[src/rtl/grayscale_rd_engine.sv]
// Purpose: issues CCI-P c0 read requests covering a host source buffer, one cache line per request.
// Latency: first request is registered 2 cycles after start when unthrottled; done 1 cycle after the last response.
// Backpressure: issue pauses on c0tx_almfull, the outstanding-read limit, or insufficient downstream FIFO room.
//
// Ports:
//   clk, reset_n          clock and asynchronous active-low reset
//   start                 one-cycle pulse from the CSR control-word write (honoured only when idle)
//   src_addr, num_lines   source buffer base (cache lines) and length (cache lines)
//   c0tx_valid/addr/mdata registered read request; mdata carries the line index [15:0]
//   c0tx_almfull          CCI-P c0 almost-full
//   c0rx_rd_valid         one read response returned this cycle
//   fifo_count            current occupancy of the downstream pixel FIFO
//   busy, done            engine active / one-cycle completion pulse
//   err_spurious          sticky: a response arrived with nothing outstanding
module grayscale_rd_engine #(
    parameter int MAX_OUTSTANDING = 64,
    parameter int FIFO_DEPTH      = 128,
    parameter int CNT_W           = 8
) (
    input  logic             clk,
    input  logic             reset_n,
    input  logic             start,
    input  logic [41:0]      src_addr,
    input  logic [31:0]      num_lines,
    output logic             c0tx_valid,
    output logic [41:0]      c0tx_addr,
    output logic [15:0]      c0tx_mdata,
    input  logic             c0tx_almfull,
    input  logic             c0rx_rd_valid,
    input  logic [CNT_W-1:0] fifo_count,
    output logic             busy,
    output logic             done,
    output logic             err_spurious
);

    localparam logic [1:0] S_IDLE  = 2'd0;
    localparam logic [1:0] S_RUN   = 2'd1;
    localparam logic [1:0] S_DRAIN = 2'd2;
    localparam logic [1:0] S_DONE  = 2'd3;

    // Limits widened by one bit so the credit sum below cannot wrap.
    localparam logic [CNT_W:0] OUT_LIMIT  = (CNT_W+1)'(MAX_OUTSTANDING);
    localparam logic [CNT_W:0] FIFO_LIMIT = (CNT_W+1)'(FIFO_DEPTH);

    logic [1:0]       state;
    logic [41:0]      base;
    logic [31:0]      total;
    logic [31:0]      issued;
    logic [31:0]      received;
    logic [CNT_W-1:0] outstanding;

    logic             issue_ok;
    logic             rsp_ok;
    logic [CNT_W:0]   credit_sum;
    logic [31:0]      received_nxt;

    // Every outstanding read will land in the downstream FIFO, so reads in
    // flight are counted against its free space alongside its occupancy.
    assign credit_sum = {1'b0, outstanding} + {1'b0, fifo_count};

    assign issue_ok = (state == S_RUN)
                   && (issued < total)
                   && !c0tx_almfull
                   && ({1'b0, outstanding} < OUT_LIMIT)
                   && (credit_sum < FIFO_LIMIT);

    // A response with nothing outstanding is flagged but never counted.
    assign rsp_ok       = c0rx_rd_valid && (outstanding != '0);
    assign received_nxt = received + {31'b0, rsp_ok};

    assign busy = (state == S_RUN) || (state == S_DRAIN);
    assign done = (state == S_DONE);

    always_ff @(posedge clk or negedge reset_n) begin
        if (!reset_n) begin
            state        <= S_IDLE;
            base         <= '0;
            total        <= '0;
            issued       <= '0;
            received     <= '0;
            outstanding  <= '0;
            c0tx_valid   <= 1'b0;
            c0tx_addr    <= '0;
            c0tx_mdata   <= '0;
            err_spurious <= 1'b0;
        end else begin
            c0tx_valid <= issue_ok;

            // Address and tag hold their last value while issue is paused.
            if (issue_ok) begin
                c0tx_addr  <= base + {10'b0, issued};
                c0tx_mdata <= issued[15:0];
                issued     <= issued + 32'd1;
            end

            if (c0rx_rd_valid && (outstanding == '0)) begin
                err_spurious <= 1'b1;
            end

            if (rsp_ok) begin
                received <= received_nxt;
            end

            // Simultaneous issue and response leave outstanding unchanged.
            case ({issue_ok, rsp_ok})
                2'b10:   outstanding <= outstanding + CNT_W'(1);
                2'b01:   outstanding <= outstanding - CNT_W'(1);
                default: outstanding <= outstanding;
            endcase

            case (state)
                S_IDLE: begin
                    if (start) begin
                        base        <= src_addr;
                        total       <= num_lines;
                        issued      <= '0;
                        received    <= '0;
                        outstanding <= '0;
                        state       <= (num_lines == 32'd0) ? S_DONE : S_RUN;
                    end
                end
                S_RUN: begin
                    // Leaves one cycle after the final request was registered.
                    if (issued == total) begin
                        state <= S_DRAIN;
                    end
                end
                S_DRAIN: begin
                    if (received_nxt == total) begin
                        state <= S_DONE;
                    end
                end
                S_DONE: begin
                    state <= S_IDLE;
                end
                default: begin
                    state <= S_IDLE;
                end
            endcase
        end
    end

endmodule
[config.mk]
export PLATFORM = sky130hd
export DESIGN_NAME = grayscale_rd_engine
export DESIGN_NICKNAME = d
export VERILOG_FILES = /design/src/rtl/grayscale_rd_engine.sv
export SDC_FILE = /design/constraint.sdc
export NUM_CORES = 1
export LEC_CHECK = 0
export ABC_AREA = 1
export BUFFER_PORTS_ARGS = -buffer_cell sky130_fd_sc_hd__buf_2
export CAP_MARGIN = 20
export CORE_UTILIZATION = 45
export CTS_CLUSTER_SIZE = 16
export DETAILED_ROUTE_END_ITERATION = 10
export GPL_TIMING_DRIVEN = 0
export PLACE_DENSITY_LB_ADDON = 0.08
export SETUP_SLACK_MARGIN = 0.1
export SYNTH_ARGS = -nofsm -noshare
export SYNTH_HDL_FRONTEND = slang
export SYNTH_SLANG_ARGS = --single-unit
[constraint.sdc]
create_clock -name clk -period 4 [get_ports clk]
set_clock_uncertainty 0.1 [all_clocks]
set_input_delay 0.2 -clock clk [delete_from_list [all_inputs] [get_ports clk]]
set_output_delay 0.2 -clock clk [all_outputs]
set_load 0.02 [all_outputs]
==> results of run 1 <==
-- power by group --
| group | switching, W | internal, W |
|---|---|---|
| sequential | 0.000985 | 0.00302 |
| clock | 0.000935 | 0.00140 |
| combinational | 0.00397 | 0.00226 |
-- logic make-up (layout without fill, tap and decap cells) --
family | count (synthesis) | count (layout) | synth area share
buffers and inverters | 257 | 548 | 0.0699
adder cells (fa/ha/maj) | 88 | 88 | 0.0801
XOR/XNOR | 68 | 68 | 0.0447
AND/OR/NAND/NOR | 1014 | 1014 | 0.307
flip-flops | 208 | 208 | 0.374
AO/OA/AOI/OAI | 323 | 323 | 0.125
-- synthesized netlist by cell type, drive strengths merged --
cell	instances
a31oi	20
fa	2
clkbuf	38
xnor3	2
nand3b	8
o211ai	12
a21boi	1
nand4	22
and2	1
o31ai	1
o21bai	8
xnor2	19
o221ai	1
nor2	179
o31a	1
or2	3
inv	207
nand3	124
ha	86
xor2	47
dfrtp	208
nor3	28
o21a	1
and3	3
nand2	621
nor3b	1
a21oi	93
buf	12
nor4	24
a211oi	1
a21o	14
o21ai	170
-- timing repair --
action	in CTS	in global routing
setup buffers	2	18
endpoints found under the hold margin	177	0
endpoints found under the setup margin	32	5
gates resized for setup	28	32
hold buffers	77	0
pin swaps	2	9
-- metal layers --
metal	share of wire	GRT usage	up-vias	routed length (um)
met3	0.043	0.0308	99	2100
met2	0.48	0.535	418	23600
li1	-	-	6964	-
met4	0.037	0.119	0	1830
met1	0.44	0.397	6602	21300
met5	0	0	-	0
-- metrics by stage --
step | instance area [sq um] | setup WS (ps)
after floorplan | 13900 | 155
after global placement | 15200 | -1330
after detailed placement | 15200 | -1360
after CTS | 16900 | 99.6
after global routing | 17200 | 88.5
final | 17200 | 286
-- worst max-delay path, stage by stage, from the launching register on --
cell and delay [ps]:
dfrtp_2 450, ha_4 230, a21o_1 180, o21bai_1 150
a21oi_1 120, o21ai_1 120, xnor2_2 220, nand3_4 120
buf_12 140, buf_12 140, ha_4 200, ha_4 290
nand3_1 80, nand2_2 100, a21oi_1 70, o21bai_1 170
nand2_1 70, nand2_1 80, a21oi_2 60, or2_2 280
nand4_1 70, nand2_1 50, nor2_1 130
-- final cells by class --
cell class                      instances  area share
Inverter                              207      0.0452
Tap cell                              396      0.0288
Timing Repair Buffer                  246      0.0989
Buffer                                 50      0.0144
Clock buffer                           42      0.0461
Sequential cell                       208       0.304
Clock inverter                          3     0.00248
Multi-Input combinational cell       1493       0.460
-- flip-flops by register name, summed over array words and instances, names as in the netlist --
name          cells
received         32
state             2
total            32
err_spurious      1
outstanding       8
c0tx_mdata       16
issued           32
c0tx_addr        42
c0tx_valid        1
base             42
-- worst max path at each step --
| stage | startpoint | to | slack (ps) | depth (start not counted) |
|---|---|---|---|---|
| 2_1_floorplan | outstanding[5] | outstanding[7] | 150 | 23 |
| 3_3_place_gp | issued[3] | outstanding[7] | -1330 | 24 |
| 3_5_place_dp | issued[2] | outstanding[7] | -1360 | 24 |
| 4_1_cts | outstanding[5] | outstanding[7] | 100 | 22 |
| 5_1_grt | total[19] | outstanding[7] | 90 | 23 |
| 6_report | outstanding[5] | outstanding[7] | 290 | 22 |
==> results by group, run 1 <==
Run status
  • Status: completed

Yosys
  • Synth cell types: 40
  • Largest area contributor in the netlist: dfrtp_1
  • Synthesized flop and latch total: 208
  • Area share of the largest cell type after synthesis: 0.374
  • Largest cells by area after synthesis: dfrtp_1 37%, nand2_1 16%, ha_1 7.7%
  • Seq/Total Area, Yosys: 0.374
  • Synthesized area: 13900 sq um
  • Mean Syn Cell Area: 7.12 sq um
  • Syn_nets: ~2.1k
  • YS warnings: 0
  • Post-Syn Instances: 1958

Timing
  • Final period util: 0.929
  • Post-Route Setup TNS: 0 ps
  • RSZ-0062 raised after global routing: false
  • Slew @ Worst Pin: ~940 ps
  • WHS: around 140 ps
  • Fin. Hold Viols: 0
  • Final max-slew violation count: 0
  • Min Tclk post-route: between 3000 and 4000 ps
  • Maximum clock frequency: 269 MHz
  • Final setup vio count: 0
  • Worst rel slew slack: 0.370

Clocking
  • TritonCTS clock tree: done
  • Worst-path clk slew: roughly 60 ps
  • Clk_lat worst skew: 540 ps
  • CTS Buf Count: 26
  • Max Root-Sink Buffers: 3
  • Htree depth: 1
  • Total clock sinks: 208
  • Root buffer cell: clkbuf_16

Detailed routing
  • Pre-antenna DRT Iters: 5
  • Via-to-Cell Ratio: 5.32
  • 1st-iter DRT viols: 1077
  • DR vias: roughly 14k
  • WL final: 48800 um
  • DRC errors left: 0
  • Routed WL per cell: 18.4 um
  • Routed Antenna Nets: 0

Cells and area
  • Most frequent cells in the layout: 607 x nand2_1, 202 x inv_1, 192 x dfrtp_1
  • Share of cells above drive strength 1: 0.125
  • Multi-input combinational cell area: 7900 sq um
  • Nets: ~2.4k
  • ANT cells: 0
  • Post-Route Utilization: 0.563
  • Sequential Area: 5230 sq um
  • Commonest non-fill, non-tap cell in the layout: nand2_1
  • Non-Filler Instances: around 2.6k
  • Layout area overhead: 23.3%
  • Filler cells: 2983

Setup path
  • Worst setup SP type: register
  • Critical Path RT: 4370 ps
  • FF-to-FF End: outstanding[7]
  • Flop-to-flop setup slack: 290 ps
  • Worst-case reg-to-reg path depth: 22
  • Worst Path Max Fanout: 10
  • Critical path class: reg -> reg
  • Worst setup EP type: register
  • CP arrival: 4090 ps
  • Worst r2r src: outstanding[5]

Power
  • Power Total: 0.0126 W
  • Leak Pwr: 8.57 nW
  • Peak supply drop: roughly 340 uV
  • Power Density: 732 nW/um^2

Die
  • Core Area: 30500 sq um
  • FP Rows: 64
  • Top-Level Pins: 149
  • Die ar.: approximately 32000 sq um
  • Die width: 178 um
  • Initial core utilization: 0.457
  • Die H: 178 um

Global route
  • Grt total ovfl: 0
  • Antenna violations before repair: 0
  • First-pass GRT wire length: roughly 74000 um
  • Largest net degree at the start of global routing: 108
  • Number of global-route vias before repair: 13.5k
  • Total Routing Usage GR: 0.310

Worst hold path
  • Hold crit path type: in -> async

Placement
  • GP Congestion: 0.967
  • Post-placement cell count: 2503
  • DP HPWL: roughly 37000 um
  • Port bufs: approximately 150

Run
  • Number of max-cap violations: 0
Power figures use the tool's default switching activity.
==> inputs of run 2 (changes only) <==
--- a/config.mk
+++ b/config.mk
@@ -12,7 +12,7 @@
 export CTS_CLUSTER_SIZE = 16
 export DETAILED_ROUTE_END_ITERATION = 10
 export GPL_TIMING_DRIVEN = 0
-export PLACE_DENSITY_LB_ADDON = 0.08
+export PLACE_DENSITY_LB_ADDON = 0.3
 export SETUP_SLACK_MARGIN = 0.1
 export SYNTH_ARGS = -nofsm -noshare
 export SYNTH_HDL_FRONTEND = slang
==> run 2 against run 1 <==
Net effect:
- cell count down 0.53%
- combinational power about the same
- global-route usage down 0.54 points
- clock power shrank 7%
- power decreased by 1.6%
- critical path depth is 1 lower
- cell area shrank 1.3%
- largest cell class unchanged
==> results by group, run 2 (synthesized netlist as in run 1, its figures left out) <==
Global route
  • Grt total ovfl: 0 (unchanged)
  • Antenna violations before repair: 2 (was 0)
  • Total Routing Usage GR: 0.304 (was 0.310)
  • Largest net degree at the start of global routing: 107 (was 108)
  • Number of global-route vias before repair: 13.9k (was 13.5k)
  • First-pass GRT wire length: 73700 um (was 74400 um)

Die
  • Die H: 178 um (unchanged)
  • Die ar.: 31700 sq um (unchanged)
  • Initial core utilization: 0.457 (unchanged)
  • Die width: 178 um (unchanged)
  • Top-Level Pins: 149 (unchanged)
  • FP Rows: 64 (unchanged)
  • Core Area: 30500 sq um (unchanged)

Clocking
  • Total clock sinks: 208 (unchanged)
  • Htree depth: 1 (unchanged)
  • Worst-path clk slew: 60 ps (about the same)
  • Clk_lat worst skew: 550 ps (was 540 ps)
  • TritonCTS clock tree: done (unchanged)
  • Root buffer cell: clkbuf_16 (unchanged)
  • Max Root-Sink Buffers: 3 (unchanged)
  • CTS Buf Count: 25 (was 26)

Power
  • Sequential power share: 0.322 (was 0.319)
  • Power Density: 730 nW/um^2 (was 732 nW/um^2)
  • Combinational Power Share: 0.503 (was 0.495)
  • Switch Pwr: 0.00589 W (about the same)
  • Power Total: 0.0124 W (was 0.0126 W)
  • Clock power frac: 0.175 (was 0.186)
  • Peak supply drop: 372 uV (was 343 uV)
  • Leak Pwr: 8.48 nW (was 8.57 nW)
  • Sw Ratio: 0.476 (was 0.468)
  • Total internal power: 0.00648 W (was 0.00669 W)

Detailed routing
  • Via-to-Cell Ratio: 5.45 (was 5.32)
  • Routed Antenna Nets: 0 (unchanged)
  • WL final: 48100 um (was 48800 um)
  • Pre-antenna DRT Iters: 6 (was 5)
  • Routed WL per cell: 18.3 um (was 18.4 um)
  • DRC errors left: 0 (unchanged)
  • DR vias: 14.3k (was 14.1k)
  • 1st-iter DRT viols: 1071 (was 1077)

Cells and area
  • Nets: 2394 (was 2407)
  • Share of cells above drive strength 1: 0.111 (was 0.125)
  • Biggest regs: base: 42 flops, c0tx_addr: 42 flops (unchanged)
  • Commonest non-fill, non-tap cell in the layout: nand2_1 (unchanged)
  • Cell area after layout: 17000 sq um (was 17200 sq um)
  • Layout area overhead: 21.7% (was 23.3%)
  • Post-Route Utilization: 0.556 (was 0.563)
  • Most frequent cells in the layout: 608 x nand2_1, 206 x inv_1, 200 x dfrtp_1 (was 607 x nand2_1, 202 x inv_1, 192 x dfrtp_1)

Setup path
  • Critical Path RT: 4380 ps (was 4370 ps)
  • Worst setup EP type: register (unchanged)
  • Flop-to-flop setup slack: 300 ps (was 290 ps)
  • CP arrival: 4080 ps (was 4090 ps)
  • Worst setup SP type: register (unchanged)
  • Worst-case reg-to-reg path depth: 21 (was 22)
  • Critical path class: reg -> reg (unchanged)
  • Worst Path Max Fanout: 5 (was 10)

Timing
  • Maximum clock frequency: 270 MHz (was 269 MHz)
  • RSZ-0062 raised after global routing: false (unchanged)
  • Post-Route Setup TNS: 0 ps (unchanged)
  • Worst rel slew slack: 0.368 (was 0.370)
  • Final period util: 0.925 (was 0.929)
  • Final max-slew violation count: 0 (unchanged)
  • Slew @ Worst Pin: 948 ps (was 945 ps)
  • Final setup vio count: 0 (unchanged)
  • Fin. Hold Viols: 0 (unchanged)
  • Min Tclk post-route: 3700 ps (was 3710 ps)
  • WHS: 221 ps (was 139 ps)

Placement
  • GP Congestion: 0.964 (was 0.967)
  • Post-placement cell area: 15200 sq um (unchanged)
  • DP HPWL: 36400 um (was 37200 um)
  • Port bufs: 148 (unchanged)

Worst hold path
  • Hold crit path type: in -> async (unchanged)

Run status
  • Status: completed (unchanged)

Run
  • Number of max-cap violations: 0 (unchanged)
run 2: changes by cell type in the layout (fill, tap and decap cells not counted), sizes merged:
cell,delta
clkinvlp,-1
diode,+1
buf,-10
inv,+1
clkbuf,-4
bufinv,-1
run 2: routing by layer:
| layer | GRT usage | vias up | share of wire |
|---|---|---|---|
| li1 | - | 6946 | - |
| met1 | 0.376 | 6805 | 0.41 |
| met2 | 0.532 | 476 | 0.49 |
| met3 | 0.0411 | 99 | 0.057 |
| met4 | 0.123 | 0 | 0.039 |
| met5 | 0 | - | 0 |
run 2: per-stage QoR:
step	setup WS, ps	instances
after CTS	83.9	2622
after global placement	-1250	2502
after global routing	91.4	2630
final	300	2631
after detailed placement	-1280	2503
after floorplan	155	1958
run 2: area by class of cell:
class / instances / area, sq um
antenna: 1 / 2.50
buffer: 49 / 230
clock buffer: 40 / 742
clock inverter: 2 / 13.8
fill: 2955 / 13600
inverter: 207 / 777
multi-input combinational: 1493 / 7860
sequential: 208 / 5220
tap: 396 / 495
timing repair buffer: 235 / 1620
run 2: final timing paths:
path	from	end
hold / removal	reset_n	received[7]
setup / recovery	outstanding[5]	outstanding[7]
max in group asynchronous	reset_n	outstanding[0]
hold reg to reg	err_spurious	err_spurious
setup reg to reg	outstanding[5]	outstanding[7]
min in group clk	src_addr[6]	base[6]
run 2: power groups by stage:
stage               Sequential, W  Combinational, W  Clock (W)
floorplan                 0.00393           0.00394          0
global placement          0.00397           0.00575          0
detailed placement        0.00397           0.00590          0
CTS                       0.00395           0.00605    0.00218
global route              0.00410           0.00697    0.00226
finish                    0.00399           0.00622    0.00217
run 2: worst max-delay path, stage by stage, from the launching register on:
cell	delay (ps)
dfrtp_1	410
ha_1	300
a21o_1	200
o21bai_1	170
a21oi_2	170
o21ai_2	90
xnor2_2	250
nand3_4	130
buf_12	150
ha_4	180
ha_4	300
nand3_1	90
nand2_2	90
a21oi_1	70
o21bai_1	210
nand2_1	70
nand2_1	80
a21oi_2	60
or2_2	280
nand4_1	90
nand2_1	60
nor2_1	110
run 2: timing repair:
item / in CTS / in global routing
resized for setup: 19 / 21
pin swaps: 0 / 7
setup endpoints to repair: 32 / 5
hold endpoints to repair: 181 / 0
hold buffers: 77 / 0
buffers inserted: 1 / 8
==> inputs of run 3 (changes only) <==
--- a/config.mk
+++ b/config.mk
@@ -9,9 +9,9 @@
 export BUFFER_PORTS_ARGS = -buffer_cell sky130_fd_sc_hd__buf_2
 export CAP_MARGIN = 20
 export CORE_UTILIZATION = 45
+export CTS_BUF_LIST = sky130_fd_sc_hd__clkbuf_4 sky130_fd_sc_hd__clkbuf_8
 export CTS_CLUSTER_SIZE = 16
 export DETAILED_ROUTE_END_ITERATION = 10
-export GPL_TIMING_DRIVEN = 0
 export PLACE_DENSITY_LB_ADDON = 0.3
 export SETUP_SLACK_MARGIN = 0.1
 export SYNTH_ARGS = -nofsm -noshare
==> run 3 against run 2 <==
Net effect:
- combinational power fell by 3%
- die area unchanged
- cell count decreased by 0.46%
- first-iteration DRC count fell by 9.5%
- non-clock buffer count fell by 36
- register-to-register slack better by 140 ps
- core utilization shrank 0.38 points
- worst hold slack got worse by 77 ps
- highest routed layer unchanged
- flip-flop and latch count unchanged
- largest power group unchanged
==> results by group, run 3 (synthesized netlist as in run 1, its figures left out) <==
Power
  • Sw Ratio: 0.469 (was 0.476)
  • Power Density: 725 nW/um^2 (was 730 nW/um^2)
  • Switch Pwr: 0.00572 W (was 0.00589 W)
  • Clock power frac: 0.184 (was 0.175)
  • Sequential power share: 0.320 (was 0.322)
  • Peak supply drop: 476 uV (was 372 uV)
  • Combinational Power Share: 0.497 (was 0.503)
  • Leak Pwr: 8.52 nW (was 8.48 nW)
  • Total internal power: 0.00649 W (was 0.00648 W)

Setup path
  • Flop-to-flop setup slack: 440 ps (was 300 ps)
  • Worst setup SP type: register (unchanged)
  • Worst-case reg-to-reg path depth: 20 (was 21)
  • Worst Path Max Fanout: 4 (was 5)
  • FF-to-FF End: outstanding[7] (unchanged)
  • Worst r2r src: outstanding[5] (unchanged)
  • CP arrival: 3960 ps (was 4080 ps)
  • Worst setup EP type: register (unchanged)
  • Critical path class: reg -> reg (unchanged)
  • Crit path launch: outstanding[5] (unchanged)
  • Critical Path RT: 4400 ps (was 4380 ps)

Timing
  • Worst rel slew slack: 0.441 (was 0.368)
  • Fin. Hold Viols: 0 (unchanged)
  • Slew @ Worst Pin: 838 ps (was 948 ps)
  • RSZ-0062 raised after global routing: false (unchanged)
  • Maximum clock frequency: 281 MHz (was 270 MHz)
  • Final setup vio count: 0 (unchanged)
  • WHS: 144 ps (was 221 ps)
  • Post-Route Setup TNS: 0 ps (unchanged)
  • Final period util: 0.891 (was 0.925)
  • Min Tclk post-route: 3560 ps (was 3700 ps)
  • Final max-slew violation count: 0 (unchanged)

Placement
  • Port bufs: 148 (unchanged)
  • DP HPWL: 32600 um (was 36400 um)
  • GP Congestion: 0.945 (was 0.964)

Cells and area
  • Commonest non-fill, non-tap cell in the layout: nand2_1 (unchanged)
  • Nets: 2373 (was 2394)
  • Biggest regs: base: 42 flops, c0tx_addr: 42 flops (unchanged)
  • ANT cells: 0 (was 1)
  • Filler cells: 2918 (was 2955)
  • Share of cells above drive strength 1: 0.123 (was 0.111)
  • Layout area overhead: 20.9% (was 21.7%)
  • Most frequent cells in the layout: 607 x nand2_1, 208 x dfrtp_1, 205 x inv_1 (was 608 x nand2_1, 206 x inv_1, 200 x dfrtp_1)

Die
  • Die width: 178 um (unchanged)
  • Top-Level Pins: 149 (unchanged)
  • FP Rows: 64 (unchanged)
  • Die ar.: 31700 sq um (unchanged)
  • Die H: 178 um (unchanged)
  • Core Area: 30500 sq um (unchanged)
  • Initial core utilization: 0.457 (unchanged)

Global route
  • Total Routing Usage GR: 0.281 (was 0.304)
  • Number of global-route vias before repair: 13.5k (was 13.9k)
  • First-pass GRT wire length: 69300 um (was 73700 um)
  • Grt total ovfl: 0 (unchanged)
  • Antenna violations before repair: 0 (was 2)
  • Largest net degree at the start of global routing: 125 (was 107)

Worst hold path
  • Hold crit path type: in -> async (unchanged)

Detailed routing
  • Routed WL per cell: 16.8 um (was 18.3 um)
  • WL final: 43900 um (was 48100 um)
  • DRC errors left: 0 (unchanged)
  • DR vias: 14.0k (was 14.3k)
  • Pre-antenna DRT Iters: 6 (unchanged)
  • 1st-iter DRT viols: 969 (was 1071)
  • Routed Antenna Nets: 0 (unchanged)
  • Via-to-Cell Ratio: 5.34 (was 5.45)

Clocking
  • Total clock sinks: 208 (unchanged)
  • CTS Buf Count: 40 (was 25)
  • Worst-path clk slew: 60 ps (about the same)
  • Clk_lat worst skew: 580 ps (was 550 ps)
  • Max Root-Sink Buffers: 3 (unchanged)
  • Root buffer cell: clkbuf_8 (was clkbuf_16)
  • Htree depth: 2 (was 1)
  • TritonCTS clock tree: done (unchanged)

Run
  • Number of max-cap violations: 0 (unchanged)

Run status
  • Status: completed (unchanged)
run 3: cell type report:
class,count,area [sq um],share of cell area
well taps,396,495,0.0294
repair buffers,248,1720,0.102
clock inverters,6,62.6,0.00371
flip-flops and latches,208,5200,0.309
inverters,207,779,0.0463
clock buffers,61,771,0.0458
multi-input cells,1493,7810,0.464
run 3: how the worst max path moves through the flow:
stage	to	slack, ps
after floorplan	outstanding[7]	150
after global placement	outstanding[6]	440
after detailed placement	outstanding[6]	290
after CTS	outstanding[6]	280
after global routing	outstanding[7]	130
final	outstanding[7]	440
run 3: power by group through the flow:
| stage | registers [W] | clock network [W] | logic, W |
|---|---|---|---|
| after global placement | 0.00388 | 0 | 0.00578 |
| after floorplan | 0.00393 | 0 | 0.00394 |
| after CTS | 0.00388 | 0.00228 | 0.00598 |
| final | 0.00390 | 0.00224 | 0.00606 |
| after detailed placement | 0.00389 | 0 | 0.00590 |
| after global routing | 0.00401 | 0.00237 | 0.00681 |
run 3: critical path, cell delays in order (launching register included):
cell and delay (ps):
dfrtp_1 410, ha_1 310, a21o_1 210, o21bai_1 150, a21oi_1 130, o21ai_1 100, xnor2_1 250, nand3_4 110
ha_2 230, ha_4 300, nand3_1 80, nand2_1 110, a21oi_1 70, o21bai_1 190, nand2_1 80, nand2_1 60
a21oi_1 60, or2_2 290, nand4_1 80, nand2_1 50, nor2_1 120
run 3: routing by layer:
layer | global-route usage | vias to the layer above | part of all wire | wire length [um]
met3 | 0.0330 | 96 | 0.047 | 2080
met1 | 0.369 | 6552 | 0.44 | 19300
met2 | 0.472 | 417 | 0.48 | 21000
met5 | 0 | - | 0 | 0
li1 | - | 6909 | - | -
met4 | 0.110 | 0 | 0.035 | 1540
run 3: metrics by stage:
step	total power [W]	area, sq um	setup WS, ps	utilization	instances
global placement	0.00966	15200	438	0.498	2474
detailed placement	0.00979	15200	294	0.498	2474
CTS	0.0121	16800	281	0.550	2618
floorplan	0.00787	13900	155	-	1958
global route	0.0132	16800	133	0.552	2619
finish	0.0122	16800	438	0.552	2619
run 3: repair_timing:
action | in CTS | in global routing
setup endpoints to repair | 0 | 2
hold endpoints to repair | 175 | 0
setup buffers | 0 | 0
gates resized for setup | 0 | 5
hold buffers | 77 | 0
